### src/rtl/instr_sequencer.sv
// Four-state instruction sequencer: drives an external ALU and a simple memory port,
// and owns an 8x8 register file plus carry/zero flags.
module instr_sequencer #(
  parameter int unsigned MEM_TIMEOUT = 15
) (
  input  logic       CLK,
  input  logic       reset_n,
  input  logic       instr_valid,
  input  logic [8:0] instr,
  output logic       instr_ready,
  output logic [2:0] alu_op,
  output logic [7:0] alu_a,
  output logic [7:0] alu_b,
  output logic       alu_ci,
  output logic       alu_rsh,
  input  logic [7:0] alu_rslt,
  input  logic       alu_co,
  input  logic       alu_z,
  output logic       mem_req,
  output logic       mem_we,
  output logic [7:0] mem_addr,
  output logic [7:0] mem_wdata,
  input  logic [7:0] mem_rdata,
  input  logic       mem_ack,
  output logic       done,
  output logic       err,
  output logic       carry_flag,
  output logic       zero_flag,
  input  logic [2:0] dbg_sel,
  output logic [7:0] dbg_data
);

  localparam logic [2:0] OP_AND = 3'd0;
  localparam logic [2:0] OP_ADD = 3'd1;
  localparam logic [2:0] OP_XOR = 3'd2;
  localparam logic [2:0] OP_LSH = 3'd3;
  localparam logic [2:0] OP_LDI = 3'd4;
  localparam logic [2:0] OP_LDM = 3'd5;
  localparam logic [2:0] OP_STR = 3'd6;
  // Op code 3'd7 is unused and retires as a NOP.

  localparam logic [7:0] TIMER_LAST = 8'(MEM_TIMEOUT - 1);

  typedef enum logic [1:0] {
    S_IDLE,
    S_EXEC,
    S_MEM,
    S_WB
  } state_t;

  state_t     state_q;
  logic [8:0] instr_q;
  logic [7:0] result_q;
  logic [7:0] timer_q;
  logic       timeout_q;
  logic       carry_q;
  logic       zero_q;
  logic [7:0] regs_q [8];

  logic [2:0] op;
  logic [2:0] ra;
  logic [2:0] rb;
  logic [7:0] ra_val;
  logic [7:0] rb_val;
  logic       op_is_mem;
  logic       op_writes;
  logic       op_sets_zero;
  logic       rf_we;

  assign op     = instr_q[8:6];
  assign ra     = instr_q[5:3];
  assign rb     = instr_q[2:0];
  assign ra_val = regs_q[ra];
  assign rb_val = regs_q[rb];

  assign op_is_mem    = (op == OP_LDM) || (op == OP_STR);
  assign op_sets_zero = (op == OP_AND) || (op == OP_ADD) || (op == OP_XOR) || (op == OP_LSH);
  assign op_writes    = op_sets_zero || (op == OP_LDI) || (op == OP_LDM);

  // A timed-out load has nothing valid in result_q, so it must not retire a write.
  assign rf_we = (state_q == S_WB) && op_writes && !timeout_q;

  assign instr_ready = (state_q == S_IDLE);
  assign done        = (state_q == S_WB);
  assign err         = (state_q == S_WB) && timeout_q;
  assign carry_flag  = carry_q;
  assign zero_flag   = zero_q;
  assign dbg_data    = regs_q[dbg_sel];

  always_comb begin
    alu_op  = 3'd0;
    alu_a   = 8'd0;
    alu_b   = 8'd0;
    alu_ci  = 1'b0;
    alu_rsh = 1'b0;
    if (state_q == S_EXEC) begin
      alu_op = op;
      alu_a  = ra_val;
      alu_ci = (op == OP_ADD) ? carry_q : 1'b0;
      case (op)
        OP_LDI: alu_b = {5'b0, rb};
        OP_LSH: begin
          alu_b   = {6'b0, rb[1:0]};
          alu_rsh = rb[2];
        end
        default: alu_b = rb_val;
      endcase
    end
  end

  // Register file is not written while in MEM, so these stay stable until exit.
  always_comb begin
    mem_req   = 1'b0;
    mem_we    = 1'b0;
    mem_addr  = 8'd0;
    mem_wdata = 8'd0;
    if (state_q == S_MEM) begin
      mem_req  = 1'b1;
      mem_addr = rb_val;
      if (op == OP_STR) begin
        mem_we    = 1'b1;
        mem_wdata = result_q;
      end
    end
  end

  always_ff @(posedge CLK or negedge reset_n) begin
    if (!reset_n) begin
      state_q   <= S_IDLE;
      instr_q   <= 9'd0;
      result_q  <= 8'd0;
      timer_q   <= 8'd0;
      timeout_q <= 1'b0;
      carry_q   <= 1'b0;
      zero_q    <= 1'b0;
    end else begin
      case (state_q)
        S_IDLE: begin
          if (instr_valid) begin
            instr_q   <= instr;
            timeout_q <= 1'b0;
            state_q   <= S_EXEC;
          end
        end
        S_EXEC: begin
          result_q <= alu_rslt;
          timer_q  <= 8'd0;
          if (op == OP_ADD) carry_q <= alu_co;
          if (op_sets_zero) zero_q <= alu_z;
          state_q <= op_is_mem ? S_MEM : S_WB;
        end
        S_MEM: begin
          // An ack on the last allowed cycle still wins over the timeout.
          if (mem_ack) begin
            if (op == OP_LDM) result_q <= mem_rdata;
            timer_q <= 8'd0;
            state_q <= S_WB;
          end else if (timer_q == TIMER_LAST) begin
            timeout_q <= 1'b1;
            timer_q   <= 8'd0;
            state_q   <= S_WB;
          end else begin
            timer_q <= timer_q + 8'd1;
          end
        end
        S_WB: begin
          state_q <= S_IDLE;
        end
        default: state_q <= S_IDLE;
      endcase
    end
  end

  for (genvar gi = 0; gi < 8; gi++) begin : g_rf
    always_ff @(posedge CLK or negedge reset_n) begin
      if (!reset_n) begin
        regs_q[gi] <= 8'd0;
      end else if (rf_we && (ra == 3'(gi))) begin
        regs_q[gi] <= result_q;
      end
    end
  end

endmodule

### config.mk
export PLATFORM = sky130hd
export DESIGN_NAME = instr_sequencer
export DESIGN_NICKNAME = d
export VERILOG_FILES = /design/src/rtl/instr_sequencer.sv
export SDC_FILE = /design/constraint.sdc
export NUM_CORES = 1
export LEC_CHECK = 0
export CAP_MARGIN = 25
export CORE_AREA = 2 2 94 132
export DETAILED_ROUTE_END_ITERATION = 16
export DIE_AREA = 0 0 96 134
export DONT_BUFFER_PORTS = 1
export HOLD_SLACK_MARGIN = 0.12
export PLACE_DENSITY = 0.62
export SYNTH_ARGS = -nofsm -noshare
export SYNTH_HDL_FRONTEND = slang
export SYNTH_SLANG_ARGS = --single-unit
### constraint.sdc
create_clock -name CLK -period 3.8 [get_ports CLK]
set_input_delay 1.14 -clock CLK [delete_from_list [all_inputs] [get_ports CLK]]
set_output_delay 1.14 -clock CLK [all_outputs]
set_load 0.05 [all_outputs]
# After elaboration in Yosys (flattened, before gate mapping)
# Index checks and enable logic that the tools add are counted.
totals:
  reg_bits: 94
  wordCells: 112
op_classes:
  add_sub_neg: 1
  order_cmp: 3
  eq_ne: 23
  mux: 38
  n_bitwise: 3
  reduce_logical: 29
ops:
  columns: ["cell", "count"]
  rows:
  - ["$mux W8", 15]
  - ["$bmux W8 S3", 3]
  - ["$pmux W8 S2", 3]
  - ["$eq A3 B3 Y1 const B", 7]
  - ["$eq A3 B2 Y1 const B", 4]
  - ["$ge A4 B4 Y1 const B", 3]
  - ["$not A3 Y4", 3]
  - ["$logic_and A1 B1 Y1", 11]
  - ["$mux W1", 11]
  - ["$add A8 B1 Y8 const B", 1]
  - ["$eq A8 B4 Y1 const B", 1]
  - ["$ne A2 B2 Y1 const B", 4]
  - ["$pmux W2 S4", 1]
  - ["$reduce_and A2 Y1", 4]
  - ["$eq A3 B1 Y1 const B", 2]
  - ["$logic_not A3 Y1", 2]
  - ["$logic_or A1 B1 Y1", 6]
  - ["$mux W2", 3]
  - ["$eq A2 B2 Y1 const B", 2]
  - ["$reduce_and A4 Y1", 1]
  - ["$reduce_bool A2 Y1", 2]
  - ["$mux W3", 1]
  - ["$ne A3 B2 Y1 const B", 1]
  - ["$reduce_and A3 Y1", 1]
  - ["5 further kinds", 5]

# Logic depth before layout (Yosys ltp)
logic_depth:
  word_depth: 9
  ltp_mapped: 7
  depth_no_buf: 6

# Worst setup path before layout
# No wires, ideal clock.
synth_path:
  path_kind: "register to output"
  from: "register state_q[0]"
  to: "output port mem_wdata[0]"
  arrival_ps: 3332
  required_time_ps: 2660
  slack_ps: -672
  stages_incl_launch_ff: 6
  n_path_buf: 0
  path_cell_list: "dfrtp_1 > inv_1 > ha_1 > clkinv_1 > nor3_1 > and2_1"
synth_via:
  elab_chain_len: 2
synth_rtl:
  columns: ["item", "line_no", "rtl"]
  rows:
  - ["from (decl)", "51", "state_t state_q;"]
  - ["from (signal assigned)", "150", "state_q <= op_is_mem ? S_MEM : S_WB;"]
  - ["$eq A2 B2 Y1", "117", "if (state_q == S_MEM) begin"]
  - ["$mux W8", "117", null]
  - ["to (decl)", "22", "output logic [7:0] mem_wdata,"]
# Every way passes these cells.

# Final worst setup path
layout_path:
  from: "register instr_q[0]"
  to: "output port alu_b[7]"
layout_via:
  elab_chain_len: 6
layout_rtl:
  columns: ["item", "line_no", "rtl"]
  rows:
  - ["from (decl)", "52", "logic [8:0] instr_q;"]
  - ["from (signal assigned)", "140", "instr_q <= instr;"]
  - ["$not A3 Y4 (implied by the code)", "74", "assign rb_val = regs_q[rb];"]
  - ["$bmux W8 S3", "74", null]
  - ["$mux W8 (implied by the code) (2 in a row)", "74", null]
  - ["$pmux W8 S2", "100", "case (op)"]
  - ["$mux W8", "96", "if (state_q == S_EXEC) begin"]
  - ["to (decl)", "13", "output logic [7:0] alu_b,"]
# Every way passes these cells. The select of a mux whose other input is x is not followed.

==> results.json <==
{
  "period_share": 0.922,
  "cts_resized": 0,
  "tightest_slew_ns": 1.16,
  "dp_hpwl_um": 9840,
  "final_common_cell": "dfrtp_1",
  "post-route-util": 0.548,
  "dpl_worst_slack_ns": 0.613,
  "drc": 0,
  "initial_core_util": 0.489,
  "hold_class": "in -> async",
  "reg2reg_depth": 4,
  "die_w_um": 96,
  "rrSetupSlack_ns": 1.21,
  "clkTransAtPathRegs_ns": 0.07,
  "wl_met3_um": 706,
  "max_freq_ghz": 0.285,
  "synth-seq-cells": 94,
  "yosysTopAreaCellShare": 0.411,
  "antenna_found_initial": 1,
  "r2r_start": "state_q[0]",
  "drt_first_pass_iters": 4,
  "die_y_um": 134,
  "cts-root-buf": "clkbuf_16",
  "grt_max_degree": 95,
  "finalSetupViolCount": 0,
  "hold_buffers": 0,
  "cts_buffers": 9,
  "drt_iter0_markers": 188,
  "syn-cell-area_mm2": 0.00573,
  "vdd_drop_max_mv": 0.325,
  "cts_tree": "yes",
  "clockBufferDepth": 2,
  "cts_max_level": 3,
  "cp-end-kind": "primary output",
  "vias_per_cell": 6.23,
  "wl_um": 14200,
  "rows": 47,
  "wl_per_cell_um": 23.7,
  "relSlewSlack": 0.224,
  "cts_setup_buffers": 0,
  "dieArea_mm2": 0.0129,
  "ys_warn_count": 0,
  "fin_cells": 597,
  "status": "finished, final reports clean",
  "crit_fanout": 13,
  "highest_layer": "met4",
  "rsz0062_at_grt": "false",
  "synth.area.top_cells": "dfrtp_1 41%, mux4_2 19%, mux2_2 17%",
  "met2_length_um": 7450,
  "synth_ff_type": "dfrtp_1",
  "rr_endpoint": "regs_q[46]",
  "grt-ovfl-total": 0,
  "grt_pass1_wl_um": 22300,
  "insertion_delay_ns": 0.35,
  "final_cell_mix": "94 x dfrtp_1, 84 x mux2_2, 48 x mux4_2",
  "critical_path_class": "reg -> out",
  "grt_util_all_layers": 0.238,
  "vias": 3718,
  "grt_pass1_vias": 3885,
  "required_ns": 2.66,
  "p_leak_nw": 2.76,
  "whs_ns": 0.483,
  "drive_above_1_share": 0.441,
  "skew_ns": 0.00878,
  "syn_to_final_growth_pct": 11.9,
  "dp_cells": 582,
  "clock_sinks": 94,
  "coreArea_mm2": 0.0117,
  "slew_violations": 0,
  "hold_viol": 0,
  "boundaryPins": 86,
  "io_buffers": 0,
  "async_reset_ff_frac": 1.00,
  "worstSetupStartpointType": "register",
  "fin_ws_ns": 0.295,
  "wl_met1_um": 5640,
  "cap_violations": 0,
  "tns_ns": 0,
  "avgSynthCellArea_um2": 13.3,
  "netlist_instances": 431,
  "synthDistinctLibCells": 50,
  "synth.largest_area_cell": "dfrtp_1",
  "syn_nets": 471,
  "gp_congestion": 0.810,
  "power.density_mw_per_mm2": 982,
  "ant_nets": 0,
  "yosysSeqAreaShare": 0.411,
  "timing.final.crit_period_ns": 3.51,
  "critPathArrivalTime_ns": 2.37,
  "synth-edff-count": 0,
  "finalNetCount": 486
}
registers in the layout, summed over array words and instances (netlist names):
signal      count
state_q         2
instr_q         9
regs_q         64
result_q        8
timer_q         8
timeout_q       1
zero_flag       1
carry_flag      1
final cells by class:
class / count / area (µm²)
well taps: 147 / 184
inverters: 6 / 22.5
fillers: 1015 / 5290
multi-input cells: 296 / 3180
clock inverters: 5 / 52.6
repair buffers: 39 / 393
clock buffers: 9 / 225
diodes: 1 / 2.50
flip-flops and latches: 94 / 2350
cells in the mapped netlist (4+ instances only):
cell,number
and3_1,4
o21ai_0,15
nand2_1,18
a21oi_1,4
nor2_1,22
mux4_2,48
buf_2,10
nor2b_1,9
nand2b_1,5
and2_1,13
dfrtp_1,94
mux2i_1,26
clkbuf_1,15
ha_1,6
mux2_2,84
buf_4,5
inv_1,5
cell families after synthesis:
kind of cell | share of synthesized area
xor+xnor | 0.00612
mux | 0.399
fa+ha+maj | 0.0131
buf+inv | 0.0363
flops | 0.411
simple gates | 0.0974
compound gates | 0.0371
report_power, final:
part | internal, mW | total [mW] | switching (mW)
logic | 1.54 | 3.27 | 1.73
clock network | 0.499 | 0.885 | 0.385
registers | 1.44 | 2.14 | 0.694
total | 3.49 | 6.29 | 2.81
stage by stage:
step	instance area, µm²	total power [mW]
2_1_floorplan	5740	4.69
3_3_place_gp	6130	5.35
3_5_place_dp	6130	5.44
4_1_cts	6410	6.33
5_1_grt	6410	6.65
6_report	6410	6.29
worst max-delay path by stage:
stage                          start           end  cells past startpoint
after CTS                 instr_q[0]      alu_b[7]                      5
final                     instr_q[0]      alu_b[7]                      5
after detailed placement  dbg_sel[0]   dbg_data[2]                      2
after global routing      instr_q[0]      alu_b[7]                      5
after global placement    dbg_sel[0]   dbg_data[2]                      2
after floorplan           state_q[0]  mem_wdata[0]                      5
per-layer routing:
metal / GRT usage / up-vias
met5: 0 / -
met4: 0.0944 / 0
met3: 0.0562 / 22
met2: 0.395 / 104
met1: 0.298 / 1955
li1: - / 1637
critical path, cell delays in order, from the launching register on:
cell and delay [ns]:
dfrtp_1 0.58, buf_4 0.35, mux4_2 0.54, mux2i_1 0.26, nor2_1 0.07, buf_4 0.22
Note: power is estimated with default switching activity, not from simulation.
